--- src/rtl/shift_pkg.sv ---
// shift_pkg: shared op codes, FSM state encoding and default widths for the shift datapath
package shift_pkg;
    localparam int WIDTH = 4;
    localparam int AMT_W = 3;
    localparam logic [1:0] OP_LSR = 2'b00;
    localparam logic [1:0] OP_LSL = 2'b01;
    localparam logic [1:0] OP_ASR = 2'b10;
    localparam logic [1:0] OP_ASL = 2'b11;
    typedef enum logic [1:0] {
        ST_IDLE  = 2'd0,
        ST_SHIFT = 2'd1,
        ST_HOLD  = 2'd2
    } state_t;
endpackage

--- src/rtl/shift_seq_ctrl_if.sv ---
// shift_seq_ctrl_if: request and result handshakes of the sequential shift controller
interface shift_seq_ctrl_if
    import shift_pkg::*;
#(
    parameter int WIDTH = shift_pkg::WIDTH,
    parameter int AMT_W = shift_pkg::AMT_W
);
    logic             in_valid;
    logic             in_ready;
    logic [WIDTH-1:0] in_data;
    logic [1:0]       in_op;
    logic [AMT_W-1:0] in_amt;
    logic             out_valid;
    logic             out_ready;
    logic [WIDTH-1:0] out_data;
    logic             busy;
    modport master (
        output in_valid, in_data, in_op, in_amt, out_ready,
        input  in_ready, out_valid, out_data, busy
    );
    modport slave (
        input  in_valid, in_data, in_op, in_amt, out_ready,
        output in_ready, out_valid, out_data, busy
    );
endinterface

--- src/rtl/shift_step.sv ---
// shift_step: combinational single-bit shift of d selected by op
module shift_step
    import shift_pkg::*;
#(
    parameter int WIDTH = shift_pkg::WIDTH
) (
    input  logic [WIDTH-1:0] d,
    input  logic [1:0]       op,
    output logic [WIDTH-1:0] q
);
    // right shifts fill with zero or the sign bit; both left shifts are identical
    always_comb begin
        q = (op == OP_ASR) ? {d[WIDTH-1], d[WIDTH-1:1]} :
            (op == OP_LSR) ? {1'b0, d[WIDTH-1:1]} :
                             {d[WIDTH-2:0], 1'b0};
    end
endmodule

--- src/rtl/shift_seq_ctrl.sv ---
// shift_seq_ctrl: accepts one shift request, steps it one bit per clock, holds the result until consumed
module shift_seq_ctrl
    import shift_pkg::*;
#(
    parameter int WIDTH = shift_pkg::WIDTH,
    parameter int AMT_W = shift_pkg::AMT_W
) (
    input  logic               clk,
    input  logic               rst_n,
    shift_seq_ctrl_if.slave    bus
);
    state_t           state_q, state_d;
    logic [WIDTH-1:0] sh_q, sh_d;
    logic [1:0]       op_q, op_d;
    logic [AMT_W-1:0] cnt_q, cnt_d;
    logic [WIDTH-1:0] step;

    shift_step #(.WIDTH(WIDTH)) u_step (
        .d  (sh_q),
        .op (op_q),
        .q  (step)
    );

    // state, shift register, op and remaining-step counter
    always_ff @(posedge clk) begin
        if (!rst_n) begin
            state_q <= ST_IDLE;
            sh_q    <= '0;
            op_q    <= '0;
            cnt_q   <= '0;
        end else begin
            state_q <= state_d;
            sh_q    <= sh_d;
            op_q    <= op_d;
            cnt_q   <= cnt_d;
        end
    end

    // next state: latch on accept, step while counting down, release on consume
    always_comb begin
        state_d = state_q;
        sh_d    = sh_q;
        op_d    = op_q;
        cnt_d   = cnt_q;
        case (state_q)
            ST_IDLE: begin
                if (bus.in_valid) begin
                    sh_d    = bus.in_data;
                    op_d    = bus.in_op;
                    cnt_d   = bus.in_amt;
                    state_d = (bus.in_amt == '0) ? ST_HOLD : ST_SHIFT;
                end
            end
            ST_SHIFT: begin
                sh_d  = step;
                cnt_d = cnt_q - AMT_W'(1);
                if (cnt_q == AMT_W'(1)) state_d = ST_HOLD;
            end
            ST_HOLD: begin
                if (bus.out_ready) state_d = ST_IDLE;
            end
            default: state_d = ST_IDLE;
        endcase
    end

    assign bus.in_ready  = (state_q == ST_IDLE);
    assign bus.out_valid = (state_q == ST_HOLD);
    assign bus.out_data  = (state_q == ST_HOLD) ? sh_q : '0;
    assign bus.busy      = (state_q != ST_IDLE);
endmodule

--- src/flat_wrapper.sv ---
// flat-port wrapper written by rule: the top's interface ports become plain ports
module shift_seq_ctrl_flat import shift_pkg::*;
#(
    parameter int WIDTH = shift_pkg::WIDTH,
    parameter int AMT_W = shift_pkg::AMT_W
)
  (clk, rst_n, bus_in_valid, bus_in_data, bus_in_op, bus_in_amt, bus_out_ready, bus_in_ready, bus_out_valid, bus_out_data, bus_busy);
  shift_seq_ctrl_if #(.WIDTH(WIDTH), .AMT_W(AMT_W)) bus_i ();
  input  logic clk;
  input  logic rst_n;
  input wire logic [$bits(bus_i.in_valid)-1:0] bus_in_valid;
  input wire logic [$bits(bus_i.in_data)-1:0] bus_in_data;
  input wire logic [$bits(bus_i.in_op)-1:0] bus_in_op;
  input wire logic [$bits(bus_i.in_amt)-1:0] bus_in_amt;
  input wire logic [$bits(bus_i.out_ready)-1:0] bus_out_ready;
  output wire logic [$bits(bus_i.in_ready)-1:0] bus_in_ready;
  output wire logic [$bits(bus_i.out_valid)-1:0] bus_out_valid;
  output wire logic [$bits(bus_i.out_data)-1:0] bus_out_data;
  output wire logic [$bits(bus_i.busy)-1:0] bus_busy;
  assign bus_i.in_valid = bus_in_valid;
  assign bus_i.in_data = bus_in_data;
  assign bus_i.in_op = bus_in_op;
  assign bus_i.in_amt = bus_in_amt;
  assign bus_i.out_ready = bus_out_ready;
  assign bus_in_ready = bus_i.in_ready;
  assign bus_out_valid = bus_i.out_valid;
  assign bus_out_data = bus_i.out_data;
  assign bus_busy = bus_i.busy;
  shift_seq_ctrl #(.WIDTH(WIDTH), .AMT_W(AMT_W)) u_core (.clk(clk), .rst_n(rst_n), .bus(bus_i));
endmodule
--- config.mk ---
export PLATFORM = sky130hd
export DESIGN_NAME = shift_seq_ctrl_flat
export DESIGN_NICKNAME = d
export VERILOG_FILES = /design/src/rtl/shift_pkg.sv /design/src/rtl/shift_seq_ctrl_if.sv /design/src/rtl/shift_step.sv /design/src/rtl/shift_seq_ctrl.sv /design/src/flat_wrapper.sv
export SDC_FILE = /design/constraint.sdc
export NUM_CORES = 1
export LEC_CHECK = 0
export CORE_ASPECT_RATIO = 0.9
export CORE_MARGIN = 2
export CORE_UTILIZATION = 45
export DETAILED_ROUTE_END_ITERATION = 7
export PLACE_DENSITY = 0.77
export SKIP_CTS_REPAIR_TIMING = 1
export SYNTH_ARGS = -nofsm -noshare
export SYNTH_HDL_FRONTEND = slang
export SYNTH_SLANG_ARGS = --single-unit
--- constraint.sdc ---
create_clock -name clk -period 1.45 [get_ports clk]
set_clock_uncertainty 0.2 [all_clocks]
set_input_delay 0.29 -clock clk [delete_from_list [all_inputs] [get_ports clk]]
set_output_delay 0.29 -clock clk [all_outputs]
set_load 0.02 [all_outputs]
==> results <==
-- Yosys cell counts (all sizes together) --
| cell type | instances |
|---|---|
| a21boi | 3 |
| clkbuf | 1 |
| o31ai | 3 |
| nor2b | 7 |
| nand3 | 3 |
| a2bb2oi | 1 |
| a32oi | 1 |
| o21a | 1 |
| ha | 2 |
| or3b | 1 |
| a211oi | 2 |
| and2 | 4 |
| o21bai | 1 |
| o221a | 1 |
| or2 | 1 |
| nor3b | 1 |
| nand2b | 3 |
| nand3b | 1 |
| inv | 4 |
| nand2 | 11 |
| o21ba | 1 |
| buf | 3 |
| nor4 | 1 |
| a31oi | 1 |
| dfxtp | 11 |
| o22ai | 2 |
| o2111a | 1 |
| o32ai | 1 |
| a21oi | 2 |
| o31a | 1 |
| nor2 | 6 |
-- sequential cells by signal, summed over array words and instances, names as in the netlist --
name,count
u_core.cnt_q,3
u_core.sh_q,4
u_core.state_q,2
u_core.op_q,2
-- critical path, delay by kind of cell (launching register included) --
family	cells	cell delay (ns)
buffers and inverters	3	0.27
DFF	1	0.32
and+or+nand+nor	1	0.24
-- cells by family after synthesis --
family                   count (synthesis)
adder cells (fa/ha/maj)                  2
AO/OA/AOI/OAI                           22
AND/OR/NAND/NOR                         39
flip-flops                              11
buffers and inverters                    8
-- per-layer routing --
metal | wire [um] | part of all wire [%] | GRT usage, % | vias to the layer above
li1 | - | - | - | 360
met1 | 755 | 40 | 21.4 | 342
met2 | 953 | 51 | 39.1 | 26
met3 | 138 | 7.4 | 4.85 | 4
met4 | 22 | 1.2 | 12.9 | 0
met5 | 0 | 0 | 0 | -
-- area by class of cell --
type,instances,share of cell area (%)
clock buffer,4,2.45
sequential,11,20.8
inverter,4,1.40
timing repair buffer,36,31.4
tap,15,1.75
multi-input combinational,63,42.2
-- report_power, final --
| group | switching, mW | internal [mW] | leakage (nW) | total [mW] |
|---|---|---|---|---|
| Clock | 0.105 | 0.106 | 0.0150 | 0.211 |
| Sequential | 0.0257 | 0.334 | 0.0916 | 0.360 |
| Combinational | 0.141 | 0.169 | 0.350 | 0.310 |
| Total | 0.272 | 0.609 | 0.457 | 0.881 |
-- per-stage QoR --
step	power (mW)	instances	worst slack [ns]	instance area, um2	TNS [ns]
after CTS	0.856	131	-0.654	998	-4.42
final	0.881	133	-0.144	1070	-1.29
after floorplan	0.510	82	0.0158	674	0
after detailed placement	0.642	127	-0.357	972	-4.69
after global routing	0.930	133	-0.189	1070	-2.02
after global placement	0.637	127	-0.355	972	-4.20
-- worst paths after layout --
path	slack (ns)	end	depth (start not counted)
setup / recovery	-0.14	bus_in_ready	4
setup reg to reg	-0.11	u_core.state_q[1]	5
hold reg to reg	0.28	u_core.op_q[1]	2
hold / removal	0.28	u_core.op_q[1]	2
==> flow_metrics.env <==
export IMPL_status="finished with violations"
export IMPL_violations="setup timing"
export IMPL_max_vdd_ir_drop_mv=0.590
export IMPL_tightest_slew_ns=0.320
export IMPL_fin_ws_ns=-0.144
export IMPL_mostFrequentLayoutCells="15 x buf_4, 11 x nand2_1, 11 x clkdlybuf4s50_1"
export IMPL_dp_hpwl_um=1340
export IMPL_cts_tree="yes"
export IMPL_rsz0062_at_grt="yes"
export IMPL_synthToLayoutAreaGrowth_pct=59.4
export IMPL_final_seq_area_um2=223
export IMPL_min_period_over_period_pct=110
export IMPL_die_w_um=44.7
export IMPL_synth_top_area_share_pct=32.8
export IMPL_crit_path_cell_trace="buf_6 -> or2_4 -> inv_2 -> buf_6"
export IMPL_clk_pin_slew_worst_paths_ns=0.07
export IMPL_critPathKind="flip-flop to output port"
export IMPL_crit_path_max_incr_delay_ns=0.32
export IMPL_io_pins=20
export IMPL_post_route_util_pct=75.7
export IMPL_dieHeight_um=40.7
export IMPL_dieArea_mm2=0.00182
export IMPL_ant_nets=0
export IMPL_worstSetupStartpoint="u_core.state_q[1]"
export IMPL_maxCapViolations=0
export IMPL_dr_pass1_iters=4
export IMPL_synth_xor_area_share_pct=0
export IMPL_cp_max_fo=3
export IMPL_cts_root_buf="clkbuf_4"
export IMPL_slew_viol_final=0
export IMPL_cp_end_kind="output port"
export IMPL_syn_nets=97
export IMPL_insertion_delay_ns=0.27
export IMPL_grt_usage_pct=20.8
export IMPL_drt_iter0_drc=12
export IMPL_via_count=732
export IMPL_viasPerCell=5.50
export IMPL_synthCells=82
export IMPL_core_area_mm2=0.00142
export IMPL_grt_overflow=0
export IMPL_num_fill_cells=105
export IMPL_maxSlewHeadroom_pct=78.6
export IMPL_gp_congestion=0.867
export IMPL_synth_top_family_by_area="simple AND/OR/NAND/NOR gates"
export IMPL_timing_final_hold_violations=0
export IMPL_leakagePower_nw=0.457
export IMPL_initial_utilization_pct=47.5
export IMPL_ctsHtreeMaxLevel=1
export IMPL_ys_seq_area_share_pct=32.8
export IMPL_synth_top_cell_by_area="dfxtp_1"
export IMPL_crit_top_cell="buf_6"
export IMPL_drc=0
export IMPL_grt_pass1_vias=628
export IMPL_synth_mux_area_share_pct=0
export IMPL_grt_pass1_wl_um=2600
export IMPL_fmaxAchievable_mhz=627
export IMPL_start_kind="flip-flop"
export IMPL_clock_sinks=11
export IMPL_antenna_cells=0
export IMPL_synth_cell_types=32
export IMPL_synth_compound_gate_area_share_pct=25.5
export IMPL_setup_viol=13
export IMPL_synthSimpleGateAreaFrac_pct=32.2
export IMPL_synthAdderAreaFrac_pct=3.72
export IMPL_routedWlPerCell_um=14.0
export IMPL_rows=13
export IMPL_final_common_cell="buf_4"
export IMPL_grt_max_degree=12
export IMPL_multi_input_comb_area_um2=452
export IMPL_critPathSlowestCell="dfxtp_2"
export IMPL_nets=134
export IMPL_hp_class="flip-flop to flip-flop"
export IMPL_layout_drive_gt1_share_pct=34.7
export IMPL_finalCriticalPeriod_ns=1.59
export IMPL_antenna_found_initial=0
export IMPL_r2r_start="u_core.state_q[1]"
export IMPL_netlist_area_um2=672
export IMPL_holdCritStartpoint="u_core.op_q[1]"
export IMPL_hold_slack_ns=0.275
export IMPL_p_per_area_mw_per_mm2=823
export IMPL_worstPathArrival_ns=1.10
export IMPL_yosys_top_cells_area="dfxtp_1 33%, nor2b_1 6.5%, nand2_1 6.1%, and2_1 3.7%, ha_1 3.7%"
export IMPL_avgSynthCellArea_um2=8.19
export IMPL_cts_buffers=3
export IMPL_synth_seq_cells=11
export IMPL_synth_warnings=0
export IMPL_wl_um=1870
export IMPL_clk_path_buf_depth=2
export IMPL_io_buffers=19
export IMPL_worstPathRequired_ns=0.96
Note: power is estimated with default switching activity, not from simulation.
